==> config.mk <==
export PLATFORM = sky130hd
export DESIGN_NAME = ddr2_request_arbiter
export DESIGN_NICKNAME = d
export VERILOG_FILES = /design/src/rtl/ddr2_pkg.sv /design/src/rtl/rr_arbiter3.sv /design/src/rtl/ddr2_request_arbiter.sv
export SDC_FILE = /design/constraint.sdc
export NUM_CORES = 1
export LEC_CHECK = 0
export CORE_ASPECT_RATIO = 1.2
export CORE_MARGIN = 1
export CORE_UTILIZATION = 35
export CTS_BUF_LIST = sky130_fd_sc_hd__clkbuf_4 sky130_fd_sc_hd__clkbuf_8
export DETAILED_ROUTE_END_ITERATION = 16
export GPL_TIMING_DRIVEN = 0
export PLACE_DENSITY = 0.75
export SYNTH_ARGS = -nofsm -noshare
export SYNTH_HDL_FRONTEND = slang
export SYNTH_SLANG_ARGS = --single-unit
export TNS_END_PERCENT = 100
==> constraint.sdc <==
create_clock -name ui_clk_i -period 1.7 [get_ports ui_clk_i]
set_input_delay 0.34 -clock ui_clk_i [delete_from_list [all_inputs] [get_ports ui_clk_i]]
set_output_delay 0.34 -clock ui_clk_i [all_outputs]
set_load 0.01 [all_outputs]
==> src/rtl/ddr2_pkg.sv <==
// Shared definitions for the DDR2 request arbiter: FSM encoding, port indices,
// and the round-robin pointer update.
package ddr2_pkg;
  localparam int ADDR_W = 27;
  localparam int PORT_AW = 19;

  localparam int PRG = 0;
  localparam int CHR = 1;
  localparam int SD  = 2;

  typedef enum logic [1:0] {
    ST_IDLE,
    ST_ISSUE,
    ST_WAIT_BUSY,
    ST_WAIT_DONE
  } state_e;

  // Next round starts at the port after the one just granted.
  function automatic logic [1:0] rr_after(input logic [2:0] gnt);
    logic [1:0] nxt;
    nxt = 2'd0;
    if (gnt[PRG])      nxt = 2'd1;
    else if (gnt[CHR]) nxt = 2'd2;
    return nxt;
  endfunction
endpackage

==> src/rtl/rr_arbiter3.sv <==
// Three-way round-robin picker: the pointer names the highest-priority port,
// and the output is a one-hot grant (zero when nothing is pending).
module rr_arbiter3
  import ddr2_pkg::*;
(
  input  logic [2:0] i_pend,
  input  logic [1:0] i_ptr,
  output logic [2:0] o_gnt
);

  logic [1:0] w_p0, w_p1, w_p2;

  always_comb begin
    w_p0 = 2'(PRG);
    w_p1 = 2'(CHR);
    w_p2 = 2'(SD);
    case (i_ptr)
      2'd1: begin w_p0 = 2'(CHR); w_p1 = 2'(SD);  w_p2 = 2'(PRG); end
      2'd2: begin w_p0 = 2'(SD);  w_p1 = 2'(PRG); w_p2 = 2'(CHR); end
      default: ;
    endcase
  end

  always_comb begin
    o_gnt = '0;
    if (i_pend[w_p0])      o_gnt[w_p0] = 1'b1;
    else if (i_pend[w_p1]) o_gnt[w_p1] = 1'b1;
    else if (i_pend[w_p2]) o_gnt[w_p2] = 1'b1;
  end

endmodule

==> src/rtl/ddr2_request_arbiter.sv <==
// Shares one DDR2 controller UI between PRG/CHR byte readers and an SD byte
// writer; one pending slot per port, one controller transaction at a time.
module ddr2_request_arbiter
  import ddr2_pkg::*;
#(
  parameter logic [ADDR_W-1:0] CHR_BASE_ADDR  = 27'h0080000,
  parameter int                TIMEOUT_CYCLES = 1023
) (
  input  logic               ui_clk_i,
  input  logic               ui_rst_n_i,
  input  logic               prg_rd_req_i,
  input  logic [PORT_AW-1:0] prg_rd_addr_i,
  output logic [7:0]         prg_rd_data_o,
  output logic               prg_rd_valid_o,
  input  logic               chr_rd_req_i,
  input  logic [PORT_AW-1:0] chr_rd_addr_i,
  output logic [7:0]         chr_rd_data_o,
  output logic               chr_rd_valid_o,
  input  logic               sd_wr_valid_i,
  input  logic [PORT_AW-1:0] sd_wr_addr_i,
  input  logic [7:0]         sd_wr_data_i,
  output logic               sd_wr_ready_o,
  input  logic               cntrl_idle_i,
  output logic               cntrl_rd_req_o,
  output logic               cntrl_wr_req_o,
  output logic [ADDR_W-1:0]  cntrl_addr_o,
  output logic [7:0]         cntrl_wr_data_o,
  input  logic [7:0]         cntrl_rd_data_i,
  input  logic               cntrl_rd_valid_i,
  output logic               timeout_err_o
);

  localparam int CNT_W = $clog2(TIMEOUT_CYCLES + 1);
  localparam logic [CNT_W-1:0] CNT_MAX = CNT_W'(TIMEOUT_CYCLES - 1);

  state_e             r_state, w_state_nxt;
  logic               r_prg_pend, r_chr_pend, r_sd_pend, w_sd_pend_nxt;
  logic [PORT_AW-1:0] r_prg_addr, r_chr_addr, r_sd_addr;
  logic [7:0]         r_sd_data;
  logic               r_sd_ready;
  logic [2:0]         r_gnt, w_gnt, w_pend;
  logic [1:0]         r_rr_ptr;
  logic [CNT_W-1:0]   r_cnt;
  logic [7:0]         r_prg_data, r_chr_data;
  logic               r_prg_valid, r_chr_valid, r_timeout;
  logic               w_grant, w_issue, w_done_rd, w_tmo, w_is_rd, w_sd_acc;
  logic [ADDR_W-1:0]  w_cmd_addr;

  assign w_pend   = {r_sd_pend, r_chr_pend, r_prg_pend};
  assign w_is_rd  = r_gnt[PRG] | r_gnt[CHR];
  assign w_sd_acc = sd_wr_valid_i & r_sd_ready;

  rr_arbiter3 u_rr (
    .i_pend (w_pend),
    .i_ptr  (r_rr_ptr),
    .o_gnt  (w_gnt)
  );

  always_comb begin
    w_state_nxt = r_state;
    w_grant     = 1'b0;
    w_issue     = 1'b0;
    w_done_rd   = 1'b0;
    w_tmo       = 1'b0;
    case (r_state)
      ST_IDLE: begin
        if (cntrl_idle_i && |w_pend) begin
          w_grant     = 1'b1;
          w_state_nxt = ST_ISSUE;
        end
      end
      ST_ISSUE: begin
        w_issue     = 1'b1;
        w_state_nxt = ST_WAIT_BUSY;
      end
      ST_WAIT_BUSY: begin
        // A fast controller may return read data before idle is ever seen low.
        if (w_is_rd && cntrl_rd_valid_i) begin
          w_done_rd   = 1'b1;
          w_state_nxt = ST_IDLE;
        end else if (r_cnt == CNT_MAX) begin
          w_tmo       = 1'b1;
          w_state_nxt = ST_IDLE;
        end else if (!cntrl_idle_i) begin
          w_state_nxt = ST_WAIT_DONE;
        end
      end
      ST_WAIT_DONE: begin
        if (w_is_rd ? cntrl_rd_valid_i : cntrl_idle_i) begin
          w_done_rd   = w_is_rd;
          w_state_nxt = ST_IDLE;
        end else if (r_cnt == CNT_MAX) begin
          w_tmo       = 1'b1;
          w_state_nxt = ST_IDLE;
        end
      end
      default: w_state_nxt = ST_IDLE;
    endcase
  end

  always_comb begin
    w_cmd_addr = {8'h00, r_prg_addr};
    if (r_gnt[CHR])     w_cmd_addr = {8'h00, r_chr_addr} + CHR_BASE_ADDR;
    else if (r_gnt[SD]) w_cmd_addr = {8'h00, r_sd_addr};
  end

  assign cntrl_rd_req_o  = w_issue & w_is_rd;
  assign cntrl_wr_req_o  = w_issue & r_gnt[SD];
  assign cntrl_addr_o    = w_issue ? w_cmd_addr : '0;
  assign cntrl_wr_data_o = (w_issue & r_gnt[SD]) ? r_sd_data : 8'h00;

  // A new request in the grant's issue cycle wins over the slot clear.
  assign w_sd_pend_nxt = w_sd_acc ? 1'b1 : (w_issue & r_gnt[SD]) ? 1'b0 : r_sd_pend;

  always_ff @(posedge ui_clk_i or negedge ui_rst_n_i) begin
    if (!ui_rst_n_i) begin
      r_state    <= ST_IDLE;
      r_prg_pend <= 1'b0;
      r_chr_pend <= 1'b0;
      r_sd_pend  <= 1'b0;
      r_prg_addr <= '0;
      r_chr_addr <= '0;
      r_sd_addr  <= '0;
      r_sd_data  <= '0;
      r_sd_ready <= 1'b0;
      r_gnt      <= '0;
      r_rr_ptr   <= 2'(PRG);
      r_cnt      <= '0;
    end else begin
      r_state <= w_state_nxt;

      if (prg_rd_req_i) begin
        r_prg_pend <= 1'b1;
        r_prg_addr <= prg_rd_addr_i;
      end else if (w_issue && r_gnt[PRG]) begin
        r_prg_pend <= 1'b0;
      end

      if (chr_rd_req_i) begin
        r_chr_pend <= 1'b1;
        r_chr_addr <= chr_rd_addr_i;
      end else if (w_issue && r_gnt[CHR]) begin
        r_chr_pend <= 1'b0;
      end

      r_sd_pend  <= w_sd_pend_nxt;
      r_sd_ready <= ~w_sd_pend_nxt;
      if (w_sd_acc) begin
        r_sd_addr <= sd_wr_addr_i;
        r_sd_data <= sd_wr_data_i;
      end

      if (w_grant) begin
        r_gnt    <= w_gnt;
        r_rr_ptr <= rr_after(w_gnt);
      end

      if (w_issue)
        r_cnt <= '0;
      else if (r_state == ST_WAIT_BUSY || r_state == ST_WAIT_DONE)
        r_cnt <= r_cnt + CNT_W'(1);
    end
  end

  always_ff @(posedge ui_clk_i or negedge ui_rst_n_i) begin
    if (!ui_rst_n_i) begin
      r_prg_data  <= '0;
      r_chr_data  <= '0;
      r_prg_valid <= 1'b0;
      r_chr_valid <= 1'b0;
      r_timeout   <= 1'b0;
    end else begin
      r_prg_valid <= w_done_rd & r_gnt[PRG];
      r_chr_valid <= w_done_rd & r_gnt[CHR];
      if (w_done_rd && r_gnt[PRG]) r_prg_data <= cntrl_rd_data_i;
      if (w_done_rd && r_gnt[CHR]) r_chr_data <= cntrl_rd_data_i;
      if (w_tmo) r_timeout <= 1'b1;
    end
  end

  assign prg_rd_data_o  = r_prg_data;
  assign prg_rd_valid_o = r_prg_valid;
  assign chr_rd_data_o  = r_chr_data;
  assign chr_rd_valid_o = r_chr_valid;
  assign sd_wr_ready_o  = r_sd_ready;
  assign timeout_err_o  = r_timeout;

endmodule

==> results of run 1 <==
through the flow:
step	utilization	hold slack [ns]	instances	total power [W]
2_1_floorplan	-	0.0444	417	0.00595
3_3_place_gp	0.478	0.459	712	0.00740
3_5_place_dp	0.480	0.356	713	0.00757
4_1_cts	0.518	0.485	746	0.0102
5_1_grt	0.525	0.519	748	0.0110
6_report	0.525	0.484	748	0.0104
layer usage:
metal / global-route usage / part of all wire / up-vias
met3: 0.0382 / 0.042 / 15
li1: - / - / 1746
met2: 0.311 / 0.53 / 111
met5: 0 / 0 / -
met4: 0.0739 / 0.018 / 0
met1: 0.215 / 0.41 / 1875
repair_timing:
action                                  in CTS  in global routing
buffers inserted                            13                  4
hold endpoints to repair                    38                  0
gates resized for setup                    181                 31
hold buffers                                 1                  0
cloned                                       4                  1
endpoints found under the setup margin      35                 35
pin swaps                                    7                 13
logic make-up (layout without fill, tap and decap cells):
kind of cell    Yosys count  in the layout  share of synthesized area
flops                   104            104                      0.541
mux                     102            102                      0.233
simple gates             97             97                     0.0904
compound gates           60             60                     0.0774
buf+inv                  41            204                     0.0421
fa+ha+maj                 6              6                     0.0156
other cells               1              7                   0.000779
layout make-up:
class | instances | area share
Buffer | 25 | 0.0332
Clock buffer | 9 | 0.0178
Clock inverter | 7 | 0.0161
Inverter | 13 | 0.00843
Multi-Input combinational cell | 272 | 0.319
Sequential cell | 104 | 0.374
Tap cell | 168 | 0.0301
Timing Repair Buffer | 150 | 0.202
cell usage in the layout, fill, tap and decap left out, drive strengths merged:
| cell | n |
|---|---|
| clkdlybuf4s50 | 96 |
| nor2b | 3 |
| conb | 7 |
| and4 | 1 |
| a21oi | 21 |
| a22oi | 1 |
| nand3b | 1 |
| o211ai | 4 |
| a31oi | 3 |
| a22o | 1 |
| a311oi | 1 |
| clkinvlp | 1 |
| o31ai | 2 |
| o22ai | 1 |
| a21o | 3 |
| o21bai | 1 |
| and3 | 10 |
| dlygate4sd3 | 1 |
| ha | 6 |
| clkinv | 1 |
| nand2 | 20 |
| o311ai | 1 |
| buf | 69 |
| and2 | 2 |
| o21ai | 20 |
| dfrtp | 104 |
| nand4 | 3 |
| mux2i | 21 |
| inv | 16 |
| nor2 | 45 |
| mux2 | 81 |
| a2111oi | 1 |
| bufinv | 2 |
| clkbuf | 18 |
| or3 | 1 |
| nand2b | 1 |
| nand3 | 10 |
state kept, by name (all words and copies together), names as in the netlist, 2 cells and up:
name / cells
chr_rd_data_o: 8
prg_rd_data_o: 8
r_chr_addr: 19
r_cnt: 10
r_gnt: 3
r_prg_addr: 19
r_sd_addr: 19
r_sd_data: 8
r_state: 2
where the power goes:
group	internal [W]	switching, W
Combinational	0.00268	0.00217
Sequential	0.00322	0.000543
Clock	0.000863	0.000925
path summary, 6_finish.rpt:
| kind | startpoint | end | slack [ns] | cells past startpoint |
|---|---|---|---|---|
| worst max-delay path | r_gnt[2]$_DFFE_PN0P_ | cntrl_addr_o[5] | -0.35 | 7 |
| worst min-delay path | ui_rst_n_i | chr_rd_data_o[6]$_DFFE_PN0P_ | 0.48 | 2 |
| worst max register to register | r_rr_ptr[1]$_DFFE_PN0P_ | r_rr_ptr[1]$_DFFE_PN0P_ | -0.09 | 7 |
| worst min register to register | r_cnt[6]$_DFFE_PN0N_ | r_cnt[6]$_DFFE_PN0N_ | 0.49 | 1 |
| max in group asynchronous | ui_rst_n_i | sd_wr_ready_o$_DFF_PN0_ | 0.49 | 3 |
| min in group ui_clk_i | r_cnt[6]$_DFFE_PN0N_ | r_cnt[6]$_DFFE_PN0N_ | 0.49 | 1 |
critical path, delay by kind of cell (launching register included):
| kind | cells | cell delay, ns |
|---|---|---|
| DFF | 1 | 0.46 |
| and+or+nand+nor | 2 | 0.13 |
| muxes | 1 | 0.17 |
| AOI/OAI and AO/OA | 1 | 0.17 |
| buffers and inverters | 3 | 0.41 |
==> metrics, run 1 <==
clock skew 0.00868 ns; crit start category flip-flop; Slew Viols, Final 0; P&R area growth vs syn 44.9%; Final #Nets 661; PwrDens 1490 nW/um2; fillers 1138; RSZ-0062 raised after global routing yes; initial antenna violation count 0; IO buf count 127; die span in x 109 um; fin crit share 1.21; CTS sink cnt 104; Worst-Margin Slew 0.665 ns; Setup crit end kind output pin; drt total wl 12400 um; max-cap viol count 0; Die Area 14200 um2; Synth Register Bits 104; TritonCTS clock tree done; Synth Instances 411; YS warnings 0; Clock transition at path regs 0.11 ns; failing checks negative setup slack; CP max FO 3; post-synth top area cell dfrtp_1; hpwl dp 8430 um; Seq/Total Area, Yosys 0.541; Starting Density 0.362; Fin. Hold Viols 0; DR vias 3747; Pre-antenna DRT Iters 5; WP data arrival 1.71 ns; Slew headroom 0.557; pre-CTS setup slack -0.663 ns; gr usage total 0.179; ys async rst share 1.00; first-pass GRT wire length 19500 um; Die Ht 130 um; drt drc 0; worst-path cell with the longest stage delay dfrtp_2; Final TNS setup -5.87 ns; Avg Inst Size Synth 11.7 um2; Iteration-0 DRC Markers 160; Final setup viols 33; Rows 46; Yosys top cell area share 0.541; Post-synth top flop dfrtp_1; Worst path max stage delay 0.46 ns; CP Cell Sequence buf_6, buf_12, mux2i_2, nor2_1, a21oi_1, nor2_2, buf_2; total core area 13300 um2; Worst Path Required 1.36 ns; GRT overflow 0; Routed WL per cell 16.5 um; EDFF count, synth 0; I/O Pins 137; CTS Buf Count 9; status finished, violations left; Peak Freq 487 MHz; kind of critical path flip-flop to output pin; final worst slack -0.353 ns; multi-input logic area 2220 um2; fin area 6980 um2; layout cells sized above 1 0.366; post-route antenna net violation count 0; worst hold path type primary input to asynchronous set/reset pin; CTS Buffer Depth 2; placed inst area 6380 um2; largest net degree at the start of global routing 67; Synth Cell Area 4810 um2; CTS Root Cell clkbuf_8; most common cell in the netlist dfrtp_1; number of vias per cell 5.01; Yosys cell types 35; Post-synth top cells dfrtp_1 (104), mux2_2 (81), nor2_1 (45), a21oi_1 (21), mux2i_1 (21); fin crit period 2.05 ns; Max VDD drop 619 uV; vias in the first global route 3911; diode count 0; Final Wtd Congestion 0.774; H-tree Lvls 3; top post-synthesis cells by area dfrtp_1 (54%), mux2_2 (19%), mux2i_1 (4.4%); FF+latch area 2610 um2; Clk Latency, worst-skew pair 0.37 ns; P_leak 3.08 nW
Note: power is estimated with default switching activity, not from simulation.
==> run 2, diff against run 1 <==
--- a/config.mk
+++ b/config.mk
@@ -5,13 +5,14 @@
 export SDC_FILE = /design/constraint.sdc
 export NUM_CORES = 1
 export LEC_CHECK = 0
+export CAP_MARGIN = 10
 export CORE_ASPECT_RATIO = 1.2
 export CORE_MARGIN = 1
 export CORE_UTILIZATION = 35
 export CTS_BUF_LIST = sky130_fd_sc_hd__clkbuf_4 sky130_fd_sc_hd__clkbuf_8
 export DETAILED_ROUTE_END_ITERATION = 16
 export GPL_TIMING_DRIVEN = 0
-export PLACE_DENSITY = 0.75
+export PLACE_DENSITY = 0.73
 export SYNTH_ARGS = -nofsm -noshare
 export SYNTH_HDL_FRONTEND = slang
 export SYNTH_SLANG_ARGS = --single-unit
==> constraint.sdc (replaced) <==
create_clock -name ui_clk_i -period 2.25 [get_ports ui_clk_i]
set_input_delay 0.45 -clock ui_clk_i [delete_from_list [all_inputs] [get_ports ui_clk_i]]
set_output_delay 0.45 -clock ui_clk_i [all_outputs]
set_load 0.01 [all_outputs]
==> run 2 against run 1 <==
  * The run now ends clean
  * Hold slack got worse by 0.45 ns
  * Register-to-register slack improved by 0.22 ns
  * Sequential share of layout area up 1.7 points
  * Via count fell by 3.2%
  * Critical path depth shrank 1
  * Count of clock-buffer cells in the layout increased by 1
  * Critical path type unchanged
  * Largest cell class unchanged
  * Highest routed layer unchanged
==> metrics, run 2 (synthesis gave the netlist of run 1 again) <==
P&R area growth vs syn 38.3%; Routed WL per cell 16.0 um (-2.9%); WP data arrival 1.73 ns (+0.02 ns); die span in x 109 um (unchanged); hpwl dp 8410 um (-0.30%); Iteration-0 DRC Markers 115 (-28%); Slew headroom 0.337 (-0.220); clock skew 0.0113 ns (+0.00262 ns); CP Cell Sequence buf_4, inv_4, nand2_4, clkbuf_8, nor2_1, dlygate4sd2_1; biggest regs r_chr_addr (19), r_prg_addr (19), r_sd_addr (19); crit start category flip-flop; Pre-antenna DRT Iters 4 (-1); most common cell after layout, fill and taps aside dfrtp_1; CTS Buffer Depth 2 (unchanged); Die Area 14200 um2 (unchanged); Worst-Margin Slew 0.979 ns (+0.314 ns); final core occ 0.501 (-0.0241); kind of cell adding the most delay to the critical path buffers and inverters; Setup crit end kind output pin; largest net degree at the start of global routing 70 (+4.5%); diode count 0 (unchanged); I/O Pins 137 (unchanged); status complete, no violations; drt total wl 11700 um (-5.0%); kind of critical path flip-flop to output pin; vias in the first global route 3814 (-2.5%); Final Wtd Congestion 0.759 (-2.0%); number of vias per cell 4.95 (-1.1%); drt drc 0 (unchanged); Die Ht 130 um (unchanged); R2R Setup Slk 0.13 ns (+0.22 ns); crit path buf inv count 4 (+1); GRT overflow 0 (unchanged); Final #Nets 645 (-2.4%); Worst R2R End r_rr_ptr[1]$_DFFE_PN0P_; Worst Path Required 1.80 ns (+0.44 ns); TritonCTS clock tree done; CTS sink cnt 104 (unchanged); CP max FO 10 (+7); CTS Root Cell clkbuf_8; max-cap viol count 0 (unchanged); P_leak 3.05 nW (-0.96%); DR vias 3627 (-3.2%); layout cells sized above 1 0.257 (-0.108); total core area 13300 um2 (unchanged); CTS Buf Count 9 (unchanged); Max VDD drop 427 uV (-31%); Slew Viols, Final 0 (unchanged); post-route antenna net violation count 0 (unchanged); H-tree Lvls 3 (unchanged); Setup crit start r_state[1]$_DFFE_PN0P_; most frequent cells in the layout dfrtp_1 (103), clkdlybuf4s50_1 (96), mux2_2 (81), nor2_1 (43), mux2i_1 (21); Rows 46 (unchanged); Fin. Hold Viols 0 (unchanged); PwrDens 1050 nW/um2 (-30%); fin crit share 0.968; Starting Density 0.362 (unchanged); final worst slack 0.0715 ns (+0.425 ns); pre-CTS setup slack -0.290 ns (+0.373 ns); R2R Path Start r_gnt[0]$_DFFE_PN0P_; Peak Freq 459 MHz; Clk Latency, worst-skew pair 0.37 ns (about the same); fin crit period 2.18 ns; worst hold path type primary input to asynchronous set/reset pin; initial antenna violation count 0 (unchanged); Worst path max stage delay 0.41 ns (-0.05 ns); gr usage total 0.173 (-0.00628); first-pass GRT wire length 18800 um (-3.7%); IO buf count 127 (unchanged); RSZ-0062 raised after global routing yes; R2R depth 8 (+1); Clock transition at path regs 0.10 ns (about the same); worst-path cell with the longest stage delay dfrtp_1; Final setup viols 0 (-100%)
run 2: cell type report:
cell class / count / area, um2
Inverter: 13 / 51.3
Clock buffer: 10 / 138
Fill cell: 1225 / 6640
Multi-Input combinational cell: 272 / 2050
Clock inverter: 6 / 52.6
Sequential cell: 104 / 2600
Tap cell: 168 / 210
Timing Repair Buffer: 132 / 1330
Buffer: 27 / 224
run 2: stage by stage:
step	area [um2]	TNS (ns)	total power, W	hold slack (ns)	std cells
4_1_cts	6610	0	0.00694	0.0241	730
5_1_grt	6660	-0.0199	0.00742	0.0375	732
6_report	6660	0	0.00697	0.0313	732
3_5_place_dp	6340	-4.71	0.00570	0.442	713
3_3_place_gp	6320	-331.53	0.00557	0.464	712
2_1_floorplan	4840	0	0.00447	0.154	417
run 2: worst max-delay path by stage:
stage | to | slack [ns] | cells after the start
2_1_floorplan | r_rr_ptr[1]$_DFFE_PN0P_ | 0.38 | 8
3_3_place_gp | r_prg_addr[15]$_DFFE_PN0P_ | -3.16 | 1
3_5_place_dp | cntrl_addr_o[18] | -0.29 | 6
4_1_cts | cntrl_addr_o[19] | 0.0003 | 5
5_1_grt | cntrl_addr_o[9] | -0.01 | 6
6_report | cntrl_addr_o[9] | 0.07 | 6
run 2: where the power goes:
group	internal (W)	total, W	switching [W]
sequential	0.00243	0.00279	0.000365
combinational	0.00163	0.00304	0.00141
clock	0.000449	0.00113	0.000681
run 2: repair_timing:
| action | in CTS | in global routing |
|---|---|---|
| pin swaps | 0 | 0 |
| setup buffers | 2 | 1 |
| gates cloned | 0 | 1 |
| hold buffers | 0 | 0 |
| endpoints found under the setup margin | 30 | 28 |
| gates resized for setup | 53 | 41 |
run 2: routing by layer:
metal	global-route usage	vias up	part of all wire
met5	0	-	0
met4	0.0612	0	0.019
met3	0.0327	15	0.039
met2	0.311	77	0.53
met1	0.205	1816	0.41
li1	-	1719	-
==> run 3, diff against run 2 <==
--- a/config.mk
+++ b/config.mk
@@ -12,7 +12,8 @@
 export CTS_BUF_LIST = sky130_fd_sc_hd__clkbuf_4 sky130_fd_sc_hd__clkbuf_8
 export DETAILED_ROUTE_END_ITERATION = 16
 export GPL_TIMING_DRIVEN = 0
-export PLACE_DENSITY = 0.73
+export HOLD_SLACK_MARGIN = 0.05
+export PLACE_DENSITY_LB_ADDON = 0.2
 export SYNTH_ARGS = -nofsm -noshare
 export SYNTH_HDL_FRONTEND = slang
 export SYNTH_SLANG_ARGS = --single-unit
==> run 3 against run 2 <==
  * Hold slack improved by 0.12 ns
  * Design area fell by 0.49%
  * Cell count did not move
  * Maximum frequency fell by 0.96%
==> metrics, run 3 (synthesis gave the netlist of run 1 again) <==
CTS Buf Count 9 (unchanged); power after layout 0.00685 W (-1.6%); Pre-antenna DRT Iters 4 (unchanged); fin crit share 0.978 (+0.00936); PwrDens 1030 nW/um2 (-1.2%); first-pass GRT wire length 18200 um (-2.8%); Slew headroom 0.294 (-0.0424); H-tree Lvls 3 (unchanged); Routed WL per cell 15.7 um (-2.4%); diode count 0 (unchanged); most common cell after layout, fill and taps aside dfrtp_1; M1 GR Usage 0.202 (-0.00236); initial antenna violation count 0 (unchanged); WP data arrival 1.75 ns (+0.02 ns); Setup crit end kind output pin; TritonCTS clock tree done; drt total wl 11500 um (-2.4%); drt drc 0 (unchanged); GRT met2 Usage 0.297 (-0.0137); worst hold path type primary input to asynchronous set/reset pin; total core area 13300 um2 (unchanged); Peak Freq 455 MHz (-0.96%); Final setup viols 0 (unchanged); Rows 46 (unchanged); CP Cell Sequence buf_2, inv_4, nand2_4, clkbuf_8, nor2_1, dlygate4sd2_1; CTS sink cnt 104 (unchanged); max-cap viol count 0 (unchanged); hold-fix buffers at CTS 0 (unchanged); placed inst area 6340 um2 (unchanged); CTS Buffer Depth 2 (unchanged); P&R area growth vs syn 37.6%; P_leak 3.07 nW (+0.68%); Worst-Margin Slew 1.04 ns (+0.0625 ns); Final #Nets 645 (unchanged); vias in the first global route 3726 (-2.3%); hold slack 0.152 ns (+0.121 ns); Most Crowded Layer GR met2; crit start category flip-flop; hpwl dp 8340 um (-0.84%); final core occ 0.498 (-0.00245); status complete, no violations; worst-path cell with the longest stage delay dfrtp_1; GRT overflow 0 (unchanged); Fin. Hold Viols 0 (unchanged); clock skew 0.0114 ns (+0.000129 ns); final instance count without filler cells 732 (unchanged); fin area 6630 um2 (-0.49%); Slew Viols, Final 0 (unchanged); fin crit period 2.20 ns (+0.0211 ns); post-route antenna net violation count 0 (unchanged); Max VDD drop 373 uV (-13%); largest net degree at the start of global routing 63 (-10%); Clock transition at path regs 0.10 ns (about the same); I/O Pins 137 (unchanged); Die Area 14200 um2 (unchanged); Worst path max stage delay 0.38 ns (-0.03 ns); most frequent cells in the layout dfrtp_1 (103), clkdlybuf4s50_1 (96), mux2_2 (81), nor2_1 (44); die span in x 109 um (unchanged); Die Ht 130 um (unchanged); IO buf count 127 (unchanged); dpl cells 713 (unchanged); CP max FO 10 (unchanged); CTS Root Cell clkbuf_8; Starting Density 0.362 (unchanged); Final Wtd Congestion 0.751 (-1.1%); Worst Path Required 1.80 ns (about the same); DR vias 3645 (+0.50%); kind of critical path flip-flop to output pin; number of vias per cell 4.98 (+0.50%); RSZ-0062 raised after global routing yes; routing usage on met3 0.0372 (+0.00446); layout cells sized above 1 0.254 (-0.00355); biggest regs r_chr_addr (19), r_prg_addr (19), r_sd_addr (19); Clk Latency, worst-skew pair 0.37 ns (about the same); gr usage total 0.170 (-0.00250); Iteration-0 DRC Markers 90 (-22%)
run 3: changes by cell type in the layout (fill, tap and decap cells not counted), sizes merged:
cell / previous run / this run
clkdlybuf4s15: 9 / 3
dlygate4sd2: 4 / 8
clkinv: 4 / 2
buf: 20 / 21
clkinvlp: 0 / 1
dlymetal6s2s: 8 / 9
inv: 15 / 16
run 3: worst max-delay path: cells and delay by family, from the launching register on:
| kind | cells | cell delay [ns] |
|---|---|---|
| buf+inv | 4 | 0.77 |
| flops | 1 | 0.38 |
| simple gates | 2 | 0.23 |
run 3: worst paths after layout:
kind | startpoint | to | slack, ns | cells after the start
max reg2reg | r_gnt[0]$_DFFE_PN0P_ | r_rr_ptr[1]$_DFFE_PN0P_ | 0.14 | 8
min | ui_rst_n_i | prg_rd_data_o[0]$_DFFE_PN0P_ | 0.15 | 1
min in group ui_clk_i | r_cnt[3]$_DFFE_PN0N_ | r_cnt[3]$_DFFE_PN0N_ | 0.49 | 1
min reg2reg | r_cnt[3]$_DFFE_PN0N_ | r_cnt[3]$_DFFE_PN0N_ | 0.49 | 1
max | r_state[1]$_DFFE_PN0P_ | cntrl_addr_o[14] | 0.05 | 6
max in group asynchronous | ui_rst_n_i | r_chr_addr[14]$_DFFE_PN0P_ | 1.40 | 2
run 3: repair_timing:
item	in CTS	in global routing
gates resized for setup	54	33
buffers inserted	4	0
endpoints found under the setup margin	30	29
run 3: area by class of cell:
cell class                      count  area [um2]
Tap cell                          168         210
Inverter                           13        51.3
Fill cell                        1243        6670
Timing Repair Buffer              132        1300
Clock inverter                      6        50.0
Buffer                             27         234
Sequential cell                   104        2600
Multi-Input combinational cell    272        2040
Clock buffer                       10         131
run 3: stage by stage:
step           TNS, ns  worst slack, ns
2_1_floorplan        0            0.377
3_3_place_gp   -345.68            -3.29
3_5_place_dp     -5.12           -0.303
4_1_cts              0          0.00514
5_1_grt         -0.208          -0.0371
6_report             0           0.0505
run 3: metal layers:
| layer | vias to the layer above | share of wire |
|---|---|---|
| met5 | - | 0 |
| li1 | 1718 | - |
| met3 | 18 | 0.047 |
| met1 | 1806 | 0.41 |
| met2 | 103 | 0.52 |
| met4 | 0 | 0.023 |
run 3: where the power goes:
group	total [W]	switching, W	internal [W]
clock	0.00110	0.000669	0.000431
combinational	0.00298	0.00138	0.00160
sequential	0.00277	0.000347	0.00243
==> patch (settings of run 3) <==
Put a register stage on the output `cntrl_addr_o`, without a reset. The value now appears one clock later. The other outputs are not delayed to match.
--- a/src/rtl/ddr2_request_arbiter.sv
+++ b/src/rtl/ddr2_request_arbiter.sv
@@ -106,7 +106,9 @@
 
   assign cntrl_rd_req_o  = w_issue & w_is_rd;
   assign cntrl_wr_req_o  = w_issue & r_gnt[SD];
-  assign cntrl_addr_o    = w_issue ? w_cmd_addr : '0;
+  always_ff @(posedge ui_clk_i) begin
+    cntrl_addr_o <= w_issue ? w_cmd_addr : '0;
+  end
   assign cntrl_wr_data_o = (w_issue & r_gnt[SD]) ? r_sd_data : 8'h00;
 
   // A new request in the grant's issue cycle wins over the slot clear.
Function: changed (Yosys sat finds a counterexample within 4 cycles, from zero or initial values and one cycle with ui_rst_n_i low).
==> patch against run 3 <==
Sequential cell count grew 20. Area after synthesis up 8.3%. First-iteration DRC count up 11%. Routed wire length rose by 5.7%. Clock power up 78%. Final area grew 8.9%. Setup slack gained 0.14 ns. Power is 19% higher. Worst hold slack gained 0.33 ns. Register-to-register slack better by 0.05 ns. Non-clock buffer count shrank 2. Global-route usage is 0.29 points lower.
==> patch: results (changes against run 3) <==
* Placed Cells at 765 (+7.3%)
* Syn Inst Count at 431 (+4.9%)
* NonClk Buf Share at 0.203 (-0.0284)
* Routed length per instance at 15.2 um (-3.0%)
* Placed wire-length estimate at 8.46 mm (+1.4%)
* DRT met1 WL at 5.23 mm (+12%)
* Largest net degree at the start of global routing at 70 (+11%)
* Gr usage total at 0.167 (-0.00294)
* Non-clock buffer count at 157 (-1.3%)
* Post-CTS Setup Inserts at 2 (-2)
* Mux contribution to synthesized area at 0.215 (-0.0179)
* CTS H-Tree Depth at 4 (+1)
* GR Util met3 at 0.0546 (+0.0174)
* GRT met2 Usage at 0.269 (-0.0285)
* Adder-Cell Fraction of Synth Area at 0.0144 (-0.00120)
* Worst skew pair latency at 0.44 ns (+0.07 ns)
* Placeable Area at 14500 um^2 (+8.9%)
* Footprint of the multi-input gates at 2040 um^2 (-0.12%)
* # hold bufs at CTS at 1 (+1)
* Number of gates given a new drive strength after cts at 18 (-67%)
* Crit-path max cell delay at 0.47 ns (+0.09 ns)
* Crit Path Max Fanout at 9 (-1)
* GP Congestion at 0.738 (-1.8%)
* Post-synth cell types at 36 (+2.9%)
* DR WL met2 at 5.97 mm (-0.48%)
* GR met1 Demand/Resource at 0.208 (+0.00595)
* Seq_cells at 124 (+19%)
* Layout Nets at 671 (+4.0%)
* Status: completed
* Worst setup startpoint: r_gnt[0]$_DFFE_PN0P_
* Synth top area cells: dfrtp_1 50%, mux2_2 17%, dfxtp_1 7.7%
* Clock buf count at 19 (+9)
* Post-synthesis compound-gate area fraction at 0.0715 (-0.00595)
* Placed Area at 6780 um^2 (+6.9%)
* Clock-pin slew of the registers on the worst-case setup and hold paths at 0.07 ns (-0.03 ns)
* Tmin final at 2.06 ns (-0.138 ns)
* Clk tree area frac at 0.0559 (+0.0285)
* Starting DRT DRC Count at 100 (+11%)
* Layout fillers at 1323 (+6.4%)
==> patch: changes by cell type after synthesis, sizes merged <==
cell,run 3,this run
dfxtp,0,20
==> patch: power by group <==
group          leakage (nW)  switching [mW]  internal [mW]  total (mW)
Sequential             1.42           0.364           2.89        3.26
Clock                 0.198           0.913           1.05        1.96
Combinational          1.50            1.38           1.53        2.91
==> patch: path summary, 6_finish.rpt <==
check	endpoint	slack (ns)	depth (start not counted)
min in group asynchronous	prg_rd_data_o[6]$_DFFE_PN0P_	0.52	2
max in group asynchronous	r_chr_addr[0]$_DFFE_PN0P_	1.01	3
worst max-delay path	r_rr_ptr[1]$_DFFE_PN0P_	0.19	8
worst max register to register	r_rr_ptr[1]$_DFFE_PN0P_	0.19	8
worst min-delay path	r_cnt[3]$_DFFE_PN0N_	0.48	1
worst min register to register	r_cnt[3]$_DFFE_PN0N_	0.48	1
